## config.mk

```make
export PLATFORM = sky130hd
export DESIGN_NAME = affichage_7seg_mux
export DESIGN_NICKNAME = d
export VERILOG_FILES = /design/src/rtl/affichage_pkg.sv /design/src/rtl/affichage_7seg_mux_bcd_vers_7seg.sv /design/src/rtl/affichage_7seg_mux.sv
export SDC_FILE = /design/constraint.sdc
export NUM_CORES = 1
export LEC_CHECK = 0
export CORE_ASPECT_RATIO = 1.1
export CORE_MARGIN = 3
export CORE_UTILIZATION = 60
export DETAILED_ROUTE_END_ITERATION = 6
export PLACE_DENSITY = 0.85
export RECOVER_POWER = 100
export SLEW_MARGIN = 30
export SYNTH_ARGS = -nofsm -noshare
export SYNTH_HDL_FRONTEND = slang
export SYNTH_SLANG_ARGS = --single-unit
```

## constraint.sdc

```tcl
create_clock -name clk -period 11.3 [get_ports clk]
set_input_delay 1.695 -clock clk [delete_from_list [all_inputs] [get_ports clk]]
set_output_delay 1.695 -clock clk [all_outputs]
set_load 0.01 [all_outputs]
```

## src/rtl/affichage_pkg.sv

```systemverilog
// Shared encodings for the 3-digit multiplexed 7-segment display stage:
// digit index, segment glyphs ({g,f,e,d,c,b,a}, active-high) and active-low anodes.
package affichage_pkg;

  typedef enum logic [1:0] {
    UNITE    = 2'd0,
    DIZAINE  = 2'd1,
    CENTAINE = 2'd2
  } digit_idx_t;

  localparam logic [6:0] SEG_0   = 7'b0111111;
  localparam logic [6:0] SEG_1   = 7'b0000110;
  localparam logic [6:0] SEG_2   = 7'b1011011;
  localparam logic [6:0] SEG_3   = 7'b1001111;
  localparam logic [6:0] SEG_4   = 7'b1100110;
  localparam logic [6:0] SEG_5   = 7'b1101101;
  localparam logic [6:0] SEG_6   = 7'b1111101;
  localparam logic [6:0] SEG_7   = 7'b0000111;
  localparam logic [6:0] SEG_8   = 7'b1111111;
  localparam logic [6:0] SEG_9   = 7'b1101111;
  localparam logic [6:0] SEG_E   = 7'b1111001;
  localparam logic [6:0] SEG_OFF = 7'b0000000;
  localparam logic [6:0] SEG_ALL = 7'b1111111;

  localparam logic [2:0] AN_OFF      = 3'b111;
  localparam logic [2:0] AN_UNITE    = 3'b110;
  localparam logic [2:0] AN_DIZAINE  = 3'b101;
  localparam logic [2:0] AN_CENTAINE = 3'b011;

  function automatic logic [2:0] an_of(input digit_idx_t idx);
    case (idx)
      UNITE:    an_of = AN_UNITE;
      DIZAINE:  an_of = AN_DIZAINE;
      CENTAINE: an_of = AN_CENTAINE;
      default:  an_of = AN_OFF;
    endcase
  endfunction

endpackage

```

## src/rtl/affichage_7seg_mux_bcd_vers_7seg.sv

```systemverilog
// Combinational BCD to 7-segment glyph decoder; codes 10-15 map to the error glyph E.
module bcd_vers_7seg
  import affichage_pkg::*;
(
  input  logic [3:0] bcd,
  output logic [6:0] glyph
);

  always_comb begin
    case (bcd)
      4'd0:    glyph = SEG_0;
      4'd1:    glyph = SEG_1;
      4'd2:    glyph = SEG_2;
      4'd3:    glyph = SEG_3;
      4'd4:    glyph = SEG_4;
      4'd5:    glyph = SEG_5;
      4'd6:    glyph = SEG_6;
      4'd7:    glyph = SEG_7;
      4'd8:    glyph = SEG_8;
      4'd9:    glyph = SEG_9;
      default: glyph = SEG_E;
    endcase
  end

endmodule

```

## src/rtl/affichage_7seg_mux.sv

```systemverilog
// Time-multiplexed 3-digit common-anode display driver with per-frame input snapshot,
// guard cycle per slot and leading-digit blanking. Optional macro: LAMP_TEST_EN.
module affichage_7seg_mux
  import affichage_pkg::*;
#(
  parameter int REFRESH_DIV = 50000
) (
  input  logic       clk,
  input  logic       rst_n,
  input  logic [3:0] bcd100,
  input  logic [3:0] bcd10,
  input  logic [3:0] bcd1,
  input  logic       en0,
  input  logic       en1,
`ifdef LAMP_TEST_EN
  input  logic       lamp_test,
`endif
  output logic [6:0] seg,
  output logic [2:0] an
);

  localparam int CW = $clog2(REFRESH_DIV);
  localparam logic [CW-1:0] CNT_LAST = CW'(REFRESH_DIV - 1);

  logic [CW-1:0] cnt, cnt_nxt;
  digit_idx_t    idx, idx_nxt;
  logic [3:0]    s100, s10, s1, s100_nxt, s10_nxt, s1_nxt;
  logic          se0, se1, se0_nxt, se1_nxt;
  logic          first;
  logic          load;
  logic [3:0]    digit_nxt;
  logic [6:0]    glyph_nxt;
  logic          blank_nxt;
  logic          lamp;
  logic [6:0]    seg_nxt;
  logic [2:0]    an_nxt;

`ifdef LAMP_TEST_EN
  assign lamp = lamp_test;
`else
  assign lamp = 1'b0;
`endif

  always_ff @(posedge clk or negedge rst_n) begin
    if (!rst_n) begin
      cnt   <= '0;
      idx   <= UNITE;
      first <= 1'b1;
      s100  <= '0;
      s10   <= '0;
      s1    <= '0;
      se0   <= 1'b0;
      se1   <= 1'b0;
      seg   <= SEG_OFF;
      an    <= AN_OFF;
    end else begin
      cnt   <= cnt_nxt;
      idx   <= idx_nxt;
      first <= 1'b0;
      s100  <= s100_nxt;
      s10   <= s10_nxt;
      s1    <= s1_nxt;
      se0   <= se0_nxt;
      se1   <= se1_nxt;
      seg   <= seg_nxt;
      an    <= an_nxt;
    end
  end

  // Slot sequencing; the snapshot refreshes when a new frame begins (and once after reset).
  always_comb begin
    cnt_nxt = cnt + CW'(1);
    idx_nxt = idx;
    load    = first;
    if (cnt == CNT_LAST) begin
      cnt_nxt = '0;
      case (idx)
        UNITE:    idx_nxt = DIZAINE;
        DIZAINE:  idx_nxt = CENTAINE;
        default: begin
          idx_nxt = UNITE;
          load    = 1'b1;
        end
      endcase
    end
    s100_nxt = load ? bcd100 : s100;
    s10_nxt  = load ? bcd10  : s10;
    s1_nxt   = load ? bcd1   : s1;
    se0_nxt  = load ? en0    : se0;
    se1_nxt  = load ? en1    : se1;
  end

  always_comb begin
    case (idx_nxt)
      DIZAINE:  digit_nxt = s10_nxt;
      CENTAINE: digit_nxt = s100_nxt;
      default:  digit_nxt = s1_nxt;
    endcase
  end

  bcd_vers_7seg u_dec (
    .bcd   (digit_nxt),
    .glyph (glyph_nxt)
  );

  // Outputs are registered from the upcoming state so they line up with that cycle's slot.
  always_comb begin
    blank_nxt = ((idx_nxt == DIZAINE) && !se0_nxt) || ((idx_nxt == CENTAINE) && !se1_nxt);
    seg_nxt   = glyph_nxt;
    an_nxt    = an_of(idx_nxt);
    if (lamp) begin
      seg_nxt = SEG_ALL;
    end else if (blank_nxt) begin
      seg_nxt = SEG_OFF;
      an_nxt  = AN_OFF;
    end
    if (cnt_nxt == '0) an_nxt = AN_OFF;
  end

endmodule

```

Word level (Yosys, flattened, before mapping)
Memory sizes are Yosys's and may differ from the RTL's. Index checks and enable logic that the tools add are counted.

Add/sub/neg operators: 1. Equality and inequality tests: 4. Muxes and demuxes: 15. Reductions and logical operators: 9.

Operator list (count): 16-bit by 1-bit adder with 16-bit output, second input constant (1); 16-bit equality test, second input constant (1); 16-bit logical NOT (1); 16-bit two-way mux (1); 4-bit two-way mux (3); 3-bit case mux with 3 select lines (1); 4-bit case mux with 2 select lines (1); 7-bit two-way mux (1); 3-bit two-way mux (2); 2-bit by 1-bit equality test with 1-bit output, second input constant (2); 2-bit logical NOT (2); 1-bit two-way mux (4); 2-bit case mux with 2 select lines (1); 2-bit equality test, second input constant (1); 1-bit logical AND (2); 1-bit logical NOT (2); 2-bit two-way mux (1); 2-bit OR reduction (1); 1-bit logical OR (1).

Flip-flop bits (word level): 43. ROM bits: 112. Bits of input ports: 16. Output and inout port bits: 10. Logic and storage cells: 40. Memories kept: 1.

Memories: (name not given) (depth 16, bits a word 7, read ports 1, clocked after Yosys merged registers in 0, wr ports 0, line affichage_7seg_mux_bcd_vers_7seg.sv:10) `case (bcd)`.

Depth between registers and ports, before layout
Gate-level depths: netlist of the first run.

Depth in word-level cells: 10. Depth in mapped cells: 16. Mapped depth without buffers: 15.

Cells and area by module
Synthesis of the first run repeated with hierarchy kept, for this count alone.

Cell total of the unflattened synthesis: 230. Area total of the unflattened synthesis: 2433.6 µm².

Modules (own cells, without submodules): affichage_7seg_mux (instances 1, cells an instance 204, area an instance 2243.4 µm², seq. area each 1081.0 µm²); bcd_vers_7seg (instances 1, cells an instance 26, area an instance 190.2 µm², seq. area each 0.0 µm²).

Worst setup path before layout of the first run
Ideal clock, no wire load.

Path type: reg-to-reg. Start: reg cnt[0]. End: reg seg[0]. Library setup time: 0.080 ns. Arrival: 3.482 ns. Required time: 11.220 ns. Slack: 7.738 ns. Stages on the path, launching flop included: 15. Path buffers: 1. Clock period less this slack: 3.562 ns. Cell sequence: dfrtp_1 > ha_1 > nand3_1 > nand4b_1 > clkbuf_1 > nor3_1 > a21oi_1 > ha_1 > inv_1 > nor2_1 > a221oi_1 > inv_1 > ha_1 > mux2_1 > a21oi_1.

Longest elaborated chain between the ends: 7. Elaborated cells on any way between the ends: 18. Classes of those cells: eq/ne (3); mux (9); reduce/logical (5); memory (1).

Ends and longest elaborated chain: start, declared (line affichage_7seg_mux.sv:25) `logic [CW-1:0] cnt, cnt_nxt;`; start signal, assigned (line affichage_7seg_mux.sv:57) `cnt <= cnt_nxt;`; 16-bit equality test (*) (line affichage_7seg_mux.sv:75) `if (cnt == CNT_LAST) begin`; branches (longest 5 deep; another with memory 16 x 7 bit); 7-bit two-way mux (*) (line affichage_7seg_mux.sv:113) `end else if (blank_nxt) begin`; via seg_nxt[0] (line affichage_7seg_mux.sv:35) `logic [6:0] seg_nxt;`; end signal, assigned (line affichage_7seg_mux.sv:65) `seg <= seg_nxt;`; end, declared (line affichage_7seg_mux.sv:18) `output logic [6:0] seg,`.

Mark *: on every way through the listed nets, which the timed path passes.

Worst setup path after layout of the first run
Start: reg cnt[4]. End: reg seg[0].

The elaborated chain is that of the path after synthesis.

==> impl_metrics.csv, run 1 <==
group,metric,value,unit
cts,cts_inserted_buffers,5,
global_route,track_usage,0.2115,
global_route,use_met2,0.3068,
cells_and_area,drive_gt1_frac,0.07469,
timing,worstMarginPinSlew,2190,ps
route,drtIter0Drc,108,
global_route,grt-ovfl-total,0,
timing,setup_violations,0,
yosys,ys.flop_type,"dfrtp_1",
route,drc,0,
timing,fin_crit_sh,0.3779,
die,pin_count,26,
cells_and_area,final_common_cell,"dfrtp_1",
run,maxCapViolCount,1,
route,avgRoutedWirePerCell,15.49,um
cts,h-tree-depth,2,
route,viasPerCell,5.772,
die,rows,22,
cts,cts_num_sinks,43,
cts,path_clk_slew,130,ps
critical_path,arrival,4560,ps
timing,fin_setup_tns,0,ps
yosys,syn_area,2277,um^2
timing,min_period,4271,ps
critical_path,worst-path-max-fanout,11,
timing,timing.final.max_slew_violations,44,
die,start_util,0.6514,
global_route,grt_first_pass_wirelength,7458,um
place,dp_hpwl,3266,um
timing,relSlewSlack,-0.4602,
cts,cts_tree,"yes",
critical_path,cp-start-kind,"register",
cts,worstSkewPairLatency,350,ps
critical_path,worstPathCellList,"nor4_1, nand3_1, nor2_1, nand2_1, o21a_1, ha_1, inv_1, nor2_1, a221oi_1, inv_1, ha_1, mux2_1, a21oi_1",
cts,cts.repair.resized,0,
cts,cts-hold-fix-buffers,0,
critical_path,critPathBufInv,2,
cts,cts_buffer_depth,2,
yosys,synthArstFlopShare,1.000,
global_route,first_global_vias,1558,
critical_path,critPathKind,"reg2reg",
timing,finalHoldViolCount,0,
critical_path,crit_slowest_cell,"a221oi_1",
die,dieWidth,64.74,um
critical_path,end_kind,"register",
pwr,leakagePower,1.101,nW
yosys,ys_seq_area_frac,0.4747,
yosys,synthesis.nets,240,
cells_and_area,fin_util,0.7416,
critical_path,max_stage_delay,660,ps
global_route,busiest_layer,"met1",
place,place.port_buffers,25,
cells_and_area,layout.cells.non_filler,289,
place,gp_congestion,0.8759,
cts,cts_root_buf,"clkbuf_4",
die,core_area,3496,um^2
global_route,grt_use_met3,0.05238,
timing,finalClockSkew,13.75,ps
timing,rsz0062_at_grt,"false",
die,die-area,4572,um^2
critical_path,cp_num_cells,13,
status,status,"complete, but fails checks",
pwr,p_per_area,117.5,nW/um^2
cells_and_area,seq_area,1081,um^2
global_route,antenna_found_initial,0,
route,ant_nets,0,
global_route,grt_max_degree,44,
place,placed_area,2540,um^2
status,failed_checks,"capacitance limit, slew limit",
cells_and_area,stdcell_area,2592,um^2
cells_and_area,most-common-layout-cells,"dfrtp_1, nand2_1, nor2_1, clkdlybuf4s50_1, inv_1",
critical_path,rr_worst_depth,13,
route,vias,1668,
yosys,syn_inst,214,
pwr,ir_drop,0.09512,mV
yosys,synth_edf_count,0,
yosys,ys_warn_count,0,
cells_and_area,area_delta_synth_final,13.85,%
die,die_y,70.62,um
cells_and_area,diodes,0,
global_route,met1_usage,0.3153,
critical_path,critPathRequiredTime,11590,ps
timing,whs,516.7,ps
cts,post-cts-setup-buffer-count,0,
yosys,yosysUniqueCellTypes,48,
timing,fmax,0.2342,GHz
critical_path,crit_family,"simple AND/OR/NAND/NOR gates",
hold_path,hold_depth,1,
yosys,ys_seq_elements,43,
place,dp_cells,281,
cells_and_area,multi_input_area,1076,um^2
route,wirelength,4477,um
yosys,syn_area_per_cell,10.64,um^2
hold_path,hp-class,"reg2reg",
cells_and_area,nFillCells,247,
route,drt_first_pass_iters,4,
cells_and_area,layout.nets,266,
## cell usage after synthesis (2+ instances only)
cell	instances	share of area
nor2_1	15	0.025
a21oi_1	10	0.022
o21a_1	2	0.0066
a211oi_1	3	0.0099
xor2_1	5	0.019
clkbuf_1	2	0.0033
dfrtp_1	39	0.43
and3_1	2	0.0055
buf_6	2	0.0099
a221oi_4	2	0.023
inv_1	12	0.020
dfstp_2	4	0.046
o31ai_1	2	0.0066
nand3_1	7	0.015
a221oi_1	2	0.0077
nand4_1	4	0.011
o211ai_1	7	0.023
and2_1	3	0.0082
nand2b_1	2	0.0055
nand2_1	22	0.036
xnor2_1	8	0.031
ha_1	10	0.055
and4_1	3	0.012
o21ai_0	8	0.018
a31oi_1	4	0.011
mux2_2	7	0.035
nor3_1	6	0.013
## cell families (layout without fill, tap and decap cells)
family	after synthesis	after routing	share of synthesized area
and+or+nand+nor	72	72	0.1731
AOI/OAI and AO/OA	47	47	0.1566
DFF	43	43	0.4747
buffers and inverters	18	45	0.03846
xor gates and xnor gates	13	13	0.05000
adders and majority gates	10	10	0.05495
muxes	10	10	0.05055
other	1	1	0.001647
## layer usage
layer	vias up	routed length [um]
li1	820	-
met3	4	236
met4	0	42
met2	61	2024
met5	-	0
met1	783	2174
## final cells by class
type | instances | share of cell area
clock buffer | 6 | 0.01979
tap | 48 | 0.02317
inverter | 12 | 0.01737
clock inverter | 2 | 0.01351
timing repair buffer | 25 | 0.09411
sequential | 43 | 0.4170
multi-input combinational | 153 | 0.4151
## metrics by stage
| step | total power [mW] | worst slack [ps] |
|---|---|---|
| 5_1_grt | 0.3174 | 6513 |
| 4_1_cts | 0.3116 | 7050 |
| 3_3_place_gp | 0.2086 | 7272 |
| 2_1_floorplan | 0.1900 | 7738 |
| 6_report | 0.3047 | 7029 |
| 3_5_place_dp | 0.2100 | 7110 |
## sequential cells by signal (all words and copies together) (netlist names)
| name | flops |
|---|---|
| an | 3 |
| cnt | 16 |
| first | 1 |
| idx | 2 |
| s1 | 4 |
| s10 | 4 |
| s100 | 4 |
| se0 | 1 |
| se1 | 1 |
| seg | 7 |
## power breakdown
| group | switching [mW] | internal [mW] | leakage (nW) |
|---|---|---|---|
| combinational | 0.0195 | 0.0187 | 0.532 |
| clock | 0.0493 | 0.0523 | 0.0482 |
| sequential | 0.00240 | 0.162 | 0.520 |
## worst paths after layout
| check | slack [ps] | start | endpoint |
|---|---|---|---|
| max in group asynchronous | 8080 | rst_n | cnt[8] |
| setup reg to reg | 7030 | cnt[4] | seg[0] |
| setup / recovery | 7030 | cnt[4] | seg[0] |
| min in group asynchronous | 1960 | rst_n | cnt[14] |
| hold reg to reg | 520 | s100[0] | s100[0] |
| hold / removal | 520 | s100[0] | s100[0] |
No activity file was read; power rests on OpenSTA's default activity.
==> run 2, diff against run 1 <==
--- a/config.mk
+++ b/config.mk
@@ -7,9 +7,9 @@
 export LEC_CHECK = 0
 export CORE_ASPECT_RATIO = 1.1
 export CORE_MARGIN = 3
-export CORE_UTILIZATION = 60
+export CORE_UTILIZATION = 56
 export DETAILED_ROUTE_END_ITERATION = 6
-export PLACE_DENSITY = 0.85
+export PLACE_DENSITY = 0.81
 export RECOVER_POWER = 100
 export SLEW_MARGIN = 30
 export SYNTH_ARGS = -nofsm -noshare
==> constraint.sdc (replaced) <==
create_clock -name clk -period 4.05 [get_ports clk]
set_input_delay 0.6075 -clock clk [delete_from_list [all_inputs] [get_ports clk]]
set_output_delay 0.6075 -clock clk [all_outputs]
set_load 0.01 [all_outputs]
==> run 2 against run 1 <==
  * The run still ends with capacitance limit, slew limit left
  * Clock skew decreased by 10 ps
  * Combinational power grew to 2.9 times the previous value
  * Critical path depth is the same
  * Wire length down 1.3%
  * Worst setup slack lost 6600 ps
  * Worst hold slack worse by 11 ps
  * Power grew to 3.0 times the previous value
  * Highest routed layer unchanged
  * Non-clock buffer count up 5
  * Clock power rose to 3.4 times the previous value
  * Fmax rose by 19%
  * Global-route usage is 0.59 points lower
  * Sequential share of layout area fell by 1.3 points
==> impl_metrics.csv, run 2 (same netlist as run 1, synthesis figures left out) <==
group,metric,value,unit
route,vias,1663,
global_route,use_met2,0.3062,
critical_path,reg2reg_from,"cnt[4]",
place,place.port_buffers,25,
hold_path,hold-path-endpoint,"se1",
critical_path,reg2reg_slack,460,ps
critical_path,critPathRequiredTime,4270,ps
route,viasPerCell,5.618,
timing,fmax,0.2784,GHz
cts,cts.repair.resized,0,
timing,rsz0062_at_grt,"false",
global_route,first_global_vias,1600,
route,drc,0,
critical_path,crit_slowest_cell,"dfrtp_1",
critical_path,max_stage_delay,530,ps
cts,cts_num_sinks,43,
cells_and_area,fin_util,0.7093,
cells_and_area,top_regs,"cnt x16, seg x7",
route,avgRoutedWirePerCell,14.93,um
pwr,pwr-share-seq,0.504,
global_route,grt_use_met3,0.05085,
critical_path,regToRegEndpoint,"seg[0]",
cts,cts_buffer_depth,2,
cts,cts_inserted_buffers,5,
timing,whs,505.8,ps
critical_path,cp-start-kind,"register",
cts,cts_tree,"yes",
cts,path_clk_slew,80,ps
pwr,intPower,708.4,uW
cts,h-tree-depth,2,
timing,finalHoldViolCount,0,
timing,relSlewSlack,-0.4733,
run,maxCapViolCount,1,
cts,cts-hold-fix-buffers,0,
cells_and_area,drive_gt1_frac,0.08943,
route,ant_nets,0,
timing,timing.final.max_slew_violations,44,
die,die-area,4868,um^2
cells_and_area,layout.nets,271,
cells_and_area,final_common_cell,"dfrtp_1",
critical_path,worstPathCellList,"nor4_4, nand4b_1, nor3_1, a21oi_1, ha_1, inv_1, nor2_1, a221oi_1, buf_4, inv_1, ha_1, mux2_1, a21oi_1",
cts,cts_root_buf,"clkbuf_8",
route,drt_first_pass_iters,4,
global_route,met1_usage,0.2972,
pwr,p_per_area,341.0,nW/um^2
pwr,combPwrFrac,0.122,
cts,worstSkewPairLatency,290,ps
place,dp_hpwl,3258,um
timing,finalClockSkew,3.730,ps
cells_and_area,area_delta_synth_final,17.42,%
die,pin_count,26,
die,core_area,3770,um^2
global_route,antenna_found_initial,0,
timing,min_period,3592,ps
cells_and_area,diodes,0,
die,die_y,72.88,um
cells_and_area,most-common-layout-cells,"dfrtp_1, nand2_1, nor2_1, clkdlybuf4s50_1, inv_1",
pwr,clock_power_share,0.375,
pwr,swShare,0.2231,
place,gp_congestion,0.8388,
cts,post-cts-setup-buffer-count,0,
hold_path,holdCritStartpoint,"se1",
hold_path,hold_depth,1,
timing,fin_setup_tns,0,ps
pwr,ir_drop,0.2855,mV
critical_path,arrival,3810,ps
timing,setup_violations,0,
route,wirelength,4418,um
global_route,busiest_layer,"met2",
status,status,"complete, but fails checks",
pwr,p_switching,203.4,uW
route,drtIter0Drc,76,
die,dieWidth,66.80,um
timing,fin_crit_sh,0.8869,
die,rows,23,
pwr,leakagePower,1.129,nW
cells_and_area,top_register,"cnt",
critical_path,rr_worst_depth,13,
critical_path,worst-path-max-fanout,11,
critical_path,critPathKind,"reg2reg",
global_route,track_usage,0.2056,
timing,worstMarginPinSlew,2210,ps
global_route,grt_first_pass_wirelength,7521,um
hold_path,hp-class,"reg2reg",
cells_and_area,largest_reg_flops,16,
global_route,grt_max_degree,44,
critical_path,end_kind,"register",
global_route,grt-ovfl-total,0,
status,failed_checks,"capacitance limit, slew limit",
die,start_util,0.6040,
==> run 2: cell types whose count changed in the layout (fill, tap and decap cells not counted) <==
cell	previous run	this run
a2111oi_0	2	1
a2111oi_2	0	1
buf_4	0	2
clkbuf_1	1	4
clkbuf_4	5	0
clkbuf_8	1	6
nor4_1	1	0
nor4_4	0	1
==> run 2: worst max path at each step <==
stage | startpoint | end | cells past startpoint
floorplan | cnt[0] | seg[0] | 14
global placement | cnt[4] | seg[0] | 13
detailed placement | cnt[4] | seg[1] | 11
CTS | cnt[4] | seg[1] | 11
global route | cnt[4] | seg[1] | 11
finish | cnt[4] | seg[0] | 13
==> run 2: power by group through the flow <==
stage / Clock (mW) / Combinational [mW] / Sequential [mW]
final: 0.342 / 0.111 / 0.459
after CTS: 0.351 / 0.120 / 0.460
after detailed placement: 0 / 0.119 / 0.469
after floorplan: 0 / 0.0573 / 0.473
after global routing: 0.368 / 0.124 / 0.461
after global placement: 0 / 0.117 / 0.467
==> run 2: through the flow <==
| stage | cell area [um^2] | cells | worst slack, ps | total power, mW |
|---|---|---|---|---|
| final | 2674 | 296 | 458.1 | 0.9118 |
| after floorplan | 2277 | 214 | 488.2 | 0.5301 |
| after detailed placement | 2580 | 288 | 488.4 | 0.5876 |
| after CTS | 2698 | 296 | 464.2 | 0.9305 |
| after global routing | 2674 | 296 | 158.1 | 0.9533 |
| after global placement | 2580 | 288 | 692.1 | 0.5848 |
==> run 2: layout make-up <==
type	instances	area [um^2]
clock buffers	6	82.58
multi-input cells	153	1097
fillers	294	1096
inverters	12	45.04
repair buffers	30	270.3
flip-flops and latches	43	1081
clock inverters	2	35.03
well taps	50	62.56
==> run 2: critical path: cells and delay by family, from the launching register on <==
family,cells,cell delay (ps)
adders and majority gates,2,570
DFF,1,530
muxes,1,280
and+or+nand+nor,4,1080
buffers and inverters,3,450
AOI/OAI and AO/OA,3,600
==> run 2: layer usage <==
layer / vias to the layer above / share of wire
li1: 827 / -
met1: 790 / 0.48
met2: 41 / 0.46
met3: 5 / 0.048
met4: 0 / 0.013
met5: - / 0
